## src/rtl/rca_config_sequencer_pkg.sv

```systemverilog
// rca_config_sequencer_pkg: RCA instruction encodings, sequencer state and default sizing.
package rca_config_sequencer_pkg;

    localparam int DEFAULT_NUM_RCAS = 2;
    localparam int DEFAULT_TIMEOUT  = 1024;

    typedef enum logic [2:0] {
        RCA_USE          = 3'd0,
        IO_UNIT_CONFIG   = 3'd1,
        IO_MUX_CONFIG    = 3'd2,
        GRID_MUX_CONFIG  = 3'd3,
        GRID_UNIT_CONFIG = 3'd4,
        IO_USE_CONFIG    = 3'd5,
        RCA_RSVD6        = 3'd6,
        RCA_RSVD7        = 3'd7
    } rca_fn3_t;

    typedef logic [6:0] rca_fn7_t;

    typedef enum logic [2:0] {
        IDLE,
        CFG_WR,
        USE_START,
        USE_RUN,
        WB
    } rca_seq_state_t;

    function automatic logic is_cfg_op(input logic [2:0] f);
        return f >= 3'd1 && f <= 3'd5;
    endfunction

endpackage

```

## src/rtl/rca_config_sequencer_watchdog.sv

```systemverilog
// rca_watchdog: loadable down-counter that flags expiry once it reaches zero.
module rca_watchdog #(
    parameter int TIMEOUT = 1024
) (
    input  logic clk,
    input  logic rst,
    input  logic load,
    input  logic en,
    output logic expired
);
    localparam int W = $clog2(TIMEOUT + 1);

    logic [W-1:0] count;

    // Loaded with TIMEOUT-1 so zero is reached on the TIMEOUT-th enabled cycle.
    always_ff @(posedge clk) begin
        if (rst)
            count <= '0;
        else if (load)
            count <= W'(TIMEOUT - 1);
        else if (en && count != '0)
            count <= count - W'(1);
    end

    assign expired = count == '0;
endmodule

```

## src/rtl/rca_config_sequencer.sv

```systemverilog
// rca_config_sequencer: issues RCA config writes and USE runs, one instruction in flight, with completion writeback.
module rca_config_sequencer
    import rca_config_sequencer_pkg::*;
#(
    parameter int NUM_RCAS   = DEFAULT_NUM_RCAS,
    parameter int CFG_ADDR_W = 8,
    parameter int ID_W       = 3,
    parameter int TIMEOUT    = DEFAULT_TIMEOUT
) (
    input  logic                        clk,
    input  logic                        rst,
    input  logic                        issue_valid,
    output logic                        issue_ready,
    input  logic [2:0]                  issue_fn3,
    input  logic [$clog2(NUM_RCAS)-1:0] issue_rca_sel,
    input  logic [31:0]                 issue_rs1,
    input  logic [31:0]                 issue_rs2,
    input  logic [ID_W-1:0]             issue_id,
    output logic                        cfg_wr,
    output logic [2:0]                  cfg_target,
    output logic [$clog2(NUM_RCAS)-1:0] cfg_rca,
    output logic [CFG_ADDR_W-1:0]       cfg_addr,
    output logic [31:0]                 cfg_data,
    input  logic                        cfg_ack,
    output logic                        rca_start,
    output logic [$clog2(NUM_RCAS)-1:0] rca_idx,
    output logic [31:0]                 rca_op_a,
    output logic [31:0]                 rca_op_b,
    input  logic                        rca_done,
    input  logic [31:0]                 rca_result,
    output logic                        wb_valid,
    input  logic                        wb_ack,
    output logic [ID_W-1:0]             wb_id,
    output logic [31:0]                 wb_data,
    output logic                        wb_err,
    output logic [NUM_RCAS-1:0]         configured
);
    rca_seq_state_t state, state_next;
    rca_fn3_t fn3_r;
    logic [$clog2(NUM_RCAS)-1:0] sel_r;
    logic [31:0] rs1_r, rs2_r, wb_data_r;
    logic [ID_W-1:0] id_r;
    logic wb_err_r, expired, accept;
    logic [NUM_RCAS-1:0] configured_r;

    assign accept = state == IDLE && issue_valid;

    rca_watchdog #(.TIMEOUT(TIMEOUT)) u_watchdog (
        .clk     (clk),
        .rst     (rst),
        .load    (state == USE_START),
        .en      (state == USE_RUN),
        .expired (expired)
    );

    always_ff @(posedge clk) begin
        if (rst)
            state <= IDLE;
        else
            state <= state_next;
    end

    always_comb begin
        state_next = state;
        case (state)
            IDLE:      if (issue_valid) state_next = is_cfg_op(issue_fn3) ? CFG_WR :
                                                     (issue_fn3 == RCA_USE && configured_r[issue_rca_sel]) ? USE_START : WB;
            CFG_WR:    if (cfg_ack) state_next = WB;
            USE_START: state_next = USE_RUN;
            USE_RUN:   if (rca_done || expired) state_next = WB;
            WB:        if (wb_ack) state_next = IDLE;
            default:   state_next = IDLE;
        endcase
    end

    always_comb begin
        issue_ready = state == IDLE;
        cfg_wr      = state == CFG_WR;
        rca_start   = state == USE_START;
        wb_valid    = state == WB;
    end

    // Rejected instructions get their error completion decided at accept time.
    always_ff @(posedge clk) begin
        if (rst) begin
            fn3_r        <= RCA_USE;
            sel_r        <= '0;
            rs1_r        <= '0;
            rs2_r        <= '0;
            id_r         <= '0;
            wb_data_r    <= '0;
            wb_err_r     <= 1'b0;
            configured_r <= '0;
        end else begin
            if (accept) begin
                fn3_r     <= rca_fn3_t'(issue_fn3);
                sel_r     <= issue_rca_sel;
                rs1_r     <= issue_rs1;
                rs2_r     <= issue_rs2;
                id_r      <= issue_id;
                wb_data_r <= '0;
                wb_err_r  <= !is_cfg_op(issue_fn3) && !(issue_fn3 == RCA_USE && configured_r[issue_rca_sel]);
            end
            if (state == CFG_WR && cfg_ack)
                configured_r[sel_r] <= fn3_r == IO_USE_CONFIG;
            if (state == USE_RUN && (rca_done || expired)) begin
                wb_data_r <= rca_done ? rca_result : '1;
                wb_err_r  <= !rca_done;
            end
        end
    end

    assign cfg_target = fn3_r;
    assign cfg_rca    = sel_r;
    assign cfg_addr   = rs1_r[CFG_ADDR_W-1:0];
    assign cfg_data   = rs2_r;
    assign rca_idx    = sel_r;
    assign rca_op_a   = rs1_r;
    assign rca_op_b   = rs2_r;
    assign wb_id      = id_r;
    assign wb_data    = wb_data_r;
    assign wb_err     = wb_err_r;
    assign configured = configured_r;
endmodule

```

## config.mk

```make
export PLATFORM = sky130hd
export DESIGN_NAME = rca_config_sequencer
export DESIGN_NICKNAME = d
export VERILOG_FILES = /design/src/rtl/rca_config_sequencer_pkg.sv /design/src/rtl/rca_config_sequencer_watchdog.sv /design/src/rtl/rca_config_sequencer.sv
export SDC_FILE = /design/constraint.sdc
export NUM_CORES = 1
export LEC_CHECK = 0
export ABC_AREA = 0
export CORE_ASPECT_RATIO = 1.2
export CORE_MARGIN = 2
export CORE_UTILIZATION = 40
export CTS_CLUSTER_DIAMETER = 80
export DETAILED_ROUTE_END_ITERATION = 10
export PLACE_DENSITY = 0.81
export SYNTH_ARGS = -nofsm -noshare
export SYNTH_HDL_FRONTEND = slang
export SYNTH_SLANG_ARGS = --single-unit
export TNS_END_PERCENT = 30
```

## constraint.sdc

```tcl
create_clock -name clk -period 2.24 [get_ports clk]
set_input_delay 0.224 -clock clk [delete_from_list [all_inputs] [get_ports clk]]
set_output_delay 0.224 -clock clk [all_outputs]
set_load 0.005 [all_outputs]
```

Word level (Yosys, flattened, before mapping)
Cells that the tools add are included.
- reductions and logical operators: 20
- eq/ne operators: 9
- multiplexer cells: 19
- magnitude comparators: 5
- add/sub/neg operators: 1
- operators with widths (operator ; number):
    32-bit 2-to-1 mux ; 3
    10-bit 2-to-1 mux ; 2
    3-bit 2-to-1 mux ; 6
    3-bit one-hot mux with 5 select lines ; 1
    11-bit logical NOT ; 1
    11-bit nonzero test ; 1
    11-bit by 1-bit subtractor with 11-bit output, second input constant ; 1
    1-bit logical AND ; 8
    3-bit by 2-bit equality test with 1-bit output, second input constant ; 2
    3-bit equality test, second input constant ; 2
    3-bit logical NOT ; 2
    1-bit 2-to-1 mux ; 5
    1-bit by 2-bit < comparator with 1-bit output, second input constant ; 2
    2-bit by 1-bit inequality test with 1-bit output, second input constant ; 2
    2-bit inequality test, second input constant ; 2
    4-bit AND reduction ; 1
    2-bit nonzero test ; 2
    3-bit by 1-bit equality test with 1-bit output, second input constant ; 1
    3-bit by 1-bit greater-or-equal comparator with 1-bit output, second input constant ; 1
    3-bit less-or-equal comparator, second input constant ; 1
    1-bit logical NOT ; 3
    2-bit bitwise mux ; 1
    2-bit OR reduction ; 1
    1-bit demux with 1-bit select ; 1
    2 further kinds ; 2
- register bits: 120
- input bits: 109
- word-level logic and storage cells: 65
- output and inout port bits: 151

Depth between registers and ports, before layout
- word-level depth: 7
- mapped depth: 7
- mapped depth without buffers: 6

By module
From an unflattened synthesis, not the netlist that was laid out.
- cells, all modules: 608
- area total of the unflattened synthesis: 5176.2 sq um
- modules (own cells, without submodules) (module ; cells an instance ; area each (sq um) ; times used ; seq. area each (sq um)):
    rca_config_sequencer ; 541 ; 4588.2 ; 1 ; 2182.1
    rca_watchdog ; 67 ; 588.1 ; 1 ; 220.2

Worst setup path before layout
No wires, ideal clock.
- kind: register to register
- start point: register u_watchdog.count[0]
- end point: register u_watchdog.count[5]
- path slack: 0.343 ns
- setup time: 0.074 ns
- stages on the path, launching flop included: 7
- clock period less this slack: 1.897 ns
- arrival: 1.823 ns
- path buffers: 0
- data required time: 2.166 ns
- cells stage by stage: dfxtp_1 > inv_1 > ha_1 > nor4b_1 > a31o_2 > or4_2 > a31oi_1
- longest elaborated chain between the ends: 3
- elaborated cells on any way between the ends: 6
- classes of those cells: add/sub: 1; mux: 2; reduce/logical: 3
- RTL lines (element ; RTL line ; RTL):
    start: declaration ; rca_config_sequencer_watchdog.sv:13 ; logic [W-1:0] count;
    start signal: assignment ; rca_config_sequencer_watchdog.sv:20 ; count <= W'(TIMEOUT - 1);
    start signal: assignment ; rca_config_sequencer_watchdog.sv:22 ; count <= count - W'(1);
    11-bit by 1-bit subtractor with 11-bit output or 11-bit nonzero test (tied branches) ; rca_config_sequencer_watchdog.sv:22, rca_config_sequencer_watchdog.sv:21 ;
    10-bit 2-to-1 mux or 1-bit logical AND (tied branches) ; rca_config_sequencer_watchdog.sv:21 ; else if (en && count != '0)
    10-bit 2-to-1 mux or 2-bit nonzero test (tied branches) ; - ;
Several ways; a longest one is shown, not always the timed one. The select of a mux whose other input is x is not followed.
A chain may end at the register's enable or synchronous reset.

Final worst setup path
- start point: register state[0]
- end point: output cfg_wr
- longest elaborated chain between the ends: 1
- RTL lines (element ; RTL line ; RTL):
    start: declaration ; rca_config_sequencer.sv:38 ; rca_seq_state_t state, state_next;
    start signal: assignment ; rca_config_sequencer.sv:60 ; state <= state_next;
    3-bit by 1-bit equality test with 1-bit output ; rca_config_sequencer.sv:78 ; cfg_wr = state == CFG_WR;
    end: declaration ; rca_config_sequencer.sv:19 ; output logic cfg_wr,
Every way passes these cells.

==> implementation parameters <==
Parameter                              Value

Timing
  Final setup skew    0.008238 ns
  Count of endpoints failing hold in the final timing report    0
  Top achievable clock speed    475.1 MHz
  Setup TNS Final    0 ns
  Final setup violation count    0
  Slew at the pin closest to its max-slew limit    0.8258 ns
  Period utilisation layout    93.97%
  Smallest hold slack    0.3636 ns
  Min setup slack post-route    0.1350 ns
  Worst rel slew slack    44.95%
  Shortest clock period the worst path allows after layout    2.105 ns
  Setup repair after global routing missed its margin    false
  Max Slew Vio Count    0

Min path
  Worst hold path cell count    3
  Hold path startpoint    issue_rs1[18]
  Endpoint with the worst hold slack    rca_op_a[18]$_SDFFE_PP0P_
  Class of the most critical hold timing path    in2reg

Floorplanning
  Width of the die    106.5 µm
  Top-Level Pins    260
  Placeable core region    12,220 µm²
  Starting density of the core    41.23%
  DIE AREA    13,510 µm²
  Site Rows    44
  Vertical extent of the die    126.9 µm

Finish
  Commonest cells after routing, fill and taps aside    258 x sky130_fd_sc_hd__clkdlybuf4s50_1, 177 x sky130_fd_sc_hd__nand2_1, 120 x sky130_fd_sc_hd__dfxtp_1
  Number of nets in the layout    928
  Post-route cell area    8092 µm²
  Filler Cells Inserted    992
  Area growth from synthesis to layout    60.59%
  Layout cells sized above 1    6.506%
  Commonest non-fill, non-tap cell in the layout    sky130_fd_sc_hd__clkdlybuf4s50_1
  Antenna Diode Count    0

Worst setup path
  Crit. End Element    primary output
  Largest fanout on the critical path    7
  Count of cells along the worst register-to-register path    6
  Critical path data required time    2.02 ns
  Category of the most critical setup path    reg2out
  Category of the worst setup path launch point    flip-flop
  R2r startpoint    u_watchdog.count[0]$_SDFFE_PP0P_
  Endpoint of the worst-slack reg-to-reg timing path    state[0]$_SDFFE_PP0P_
  Data arrival, critical path    1.88 ns
  Setup slack of the worst register-to-register path    0.15 ns

Global route
  Largest net degree at the start of global routing    104
  Via count of the first global-routing pass    5,008
  Total Routing Usage GR    22.62%
  Global-route wire length before repair    24,570 µm
  Total overflow reported by the global router    0
  Initial antenna violation count    0

Clock tree
  Clock insertion delay at the later pin of the skew report    0.41 ns
  Post-CTS Hold Buffers    0
  Cell at the root of the clock tree    sky130_fd_sc_hd__clkbuf_16
  Sinks on the clock net    120
  Total setup buffers inserted after CTS    0
  Maximum level of the CTS H-tree    4
  PostCTS Resize Cnt    0
  Maximum count of clock buffers along a single path    2
  Clock tree from TritonCTS    done
  Clock slew at the register clock pins of the worst setup and hold paths    0.05 ns
  Number of CTS-inserted buffers    17

Logic synthesis
  Ys async rst share    0%
  Post-Syn Area per Cell    8.166 µm²
  Net count of the mapped netlist    728
  Sequential share of the synthesized area    47.68%
  Commonest register cell after synthesis    sky130_fd_sc_hd__dfxtp_1
  Gate count of the mapped netlist    617
  Number of synthesized flops with an enable pin    0
  Flops & latches, synth    120
  Number of warning messages in the yosys log    0
  Cell Area, Synth    5039 µm²
  Number of different library cells in the post-synthesis netlist    47

Pwr
  Largest voltage drop on the vdd net    398.0 µV
  PD cells    766.0 nW/µm²
  Leakage    2.851 nW
  Design Power    6.199 mW

Drt
  Routed wire per std cell    15.64 µm
  First drt pass iteration count    4
  Via count of the routed design    5,126
  Overall routed net length    15,500 µm
  Antenna Violating Nets Remaining    0
  Initial detailed-routing violation count    281
  DRC viols    0
  Via-to-Cell Ratio    5.173

Status
  Outcome    finished clean

Placement
  IO Port Bufs    259
  Final Wtd Congestion    0.8208
  Placed inst area    7466 µm²
  Post-DP HPWL    11,030 µm
  Dpl ws    0.2040 ns

Run
  Max-cap viol count    0
metrics by stage:
step                      std cells  utilization [%]
after floorplan                 617                -
after global placement          959            61.09
after detailed placement        959            61.09
after CTS                       991            66.21
after global routing            991            66.21
final                           991            66.21
report_power, final:
group	switching (mW)	internal [mW]
logic	0.423	0.599
clock network	0.964	1.87
registers	0.0865	2.25
metal layers:
metal / track usage [%] / up-vias / part of all wire, %
li1: - / 2467 / -
met3: 7.246 / 23 / 7.6
met1: 24.97 / 2425 / 39
met2: 40.27 / 211 / 51
met4: 8.709 / 0 / 2.0
met5: 0 / - / 0
critical path, stage by stage, from the launching register on:
cell and delay, ns:
sky130_fd_sc_hd__dfxtp_1 0.44, sky130_fd_sc_hd__nor3b_1 0.42, sky130_fd_sc_hd__clkdlybuf4s50_1 0.61
cell families (layout without fill, tap and decap cells):
group,count (synthesis),after routing,synth area share (%)
simple gates,255,255,23.29
compound gates,138,138,16.94
flops,120,120,47.68
buf+inv,96,309,10.40
mux,5,5,1.018
fa+ha+maj,2,2,0.4966
xor+xnor,1,1,0.1739
cells in the mapped netlist, types with 2 or more instances:
cell                       count  share of area, %
sky130_fd_sc_hd__a211oi_1     36               5.4
sky130_fd_sc_hd__a21oi_1      75               7.4
sky130_fd_sc_hd__a31o_2        2              0.35
sky130_fd_sc_hd__a31oi_1       8              0.99
sky130_fd_sc_hd__buf_4        41               6.1
sky130_fd_sc_hd__clkbuf_1     45               3.4
sky130_fd_sc_hd__dfxtp_1     120                48
sky130_fd_sc_hd__ha_1          2              0.50
sky130_fd_sc_hd__inv_1         7              0.52
sky130_fd_sc_hd__mux2i_1       4              0.79
sky130_fd_sc_hd__nand2_1     177                13
sky130_fd_sc_hd__nand3_1       3              0.30
sky130_fd_sc_hd__nand3b_1      2              0.30
sky130_fd_sc_hd__nand4_1       3              0.37
sky130_fd_sc_hd__nor2_1       11              0.82
sky130_fd_sc_hd__nor3_1        8              0.79
sky130_fd_sc_hd__nor3b_1      34               5.1
sky130_fd_sc_hd__nor4_1        3              0.37
sky130_fd_sc_hd__o21ai_0       3              0.30
sky130_fd_sc_hd__o31ai_1       2              0.30
sky130_fd_sc_hd__o41ai_1       2              0.35
sky130_fd_sc_hd__or3_1         3              0.37
sky130_fd_sc_hd__or4_1         2              0.30
cell type report:
type / count / area (µm²) / area share [%]
clock buffer: 22 / 484.2 / 5.984
clock inverter: 10 / 141.4 / 1.747
inverter: 7 / 26.28 / 0.3247
multi-input combinational: 401 / 2126 / 26.27
sequential: 120 / 2402 / 29.69
tap: 161 / 201.4 / 2.490
timing repair buffer: 270 / 2710 / 33.49
state kept, by name, summed over array words and instances, names as in the netlist:
signal and flops:
cfg_data 32, cfg_rca 1, cfg_target 3, configured 2, rca_op_a 32, state 3, u_watchdog.count 11, wb_data 32
wb_err 1, wb_id 3
worst max-delay path by stage:
stage | startpoint | to | slack [ns] | cells past startpoint
6_report | state[0]$_SDFFE_PP0P_ | cfg_wr | 0.13 | 2
5_1_grt | u_watchdog.count[0]$_SDFFE_PP0P_ | wb_data[22]$_SDFFE_PP0P_ | 0.002 | 7
4_1_cts | state[2]$_SDFFE_PP0P_ | wb_valid | 0.12 | 4
3_5_place_dp | issue_fn3[2] | state[2]$_SDFFE_PP0P_ | 0.20 | 5
3_3_place_gp | issue_fn3[2] | state[2]$_SDFFE_PP0P_ | 0.19 | 5
2_1_floorplan | u_watchdog.count[0]$_SDFFE_PP0P_ | u_watchdog.count[5]$_SDFFE_PP0P_ | 0.34 | 6
No activity file was read; power rests on OpenSTA's default activity.
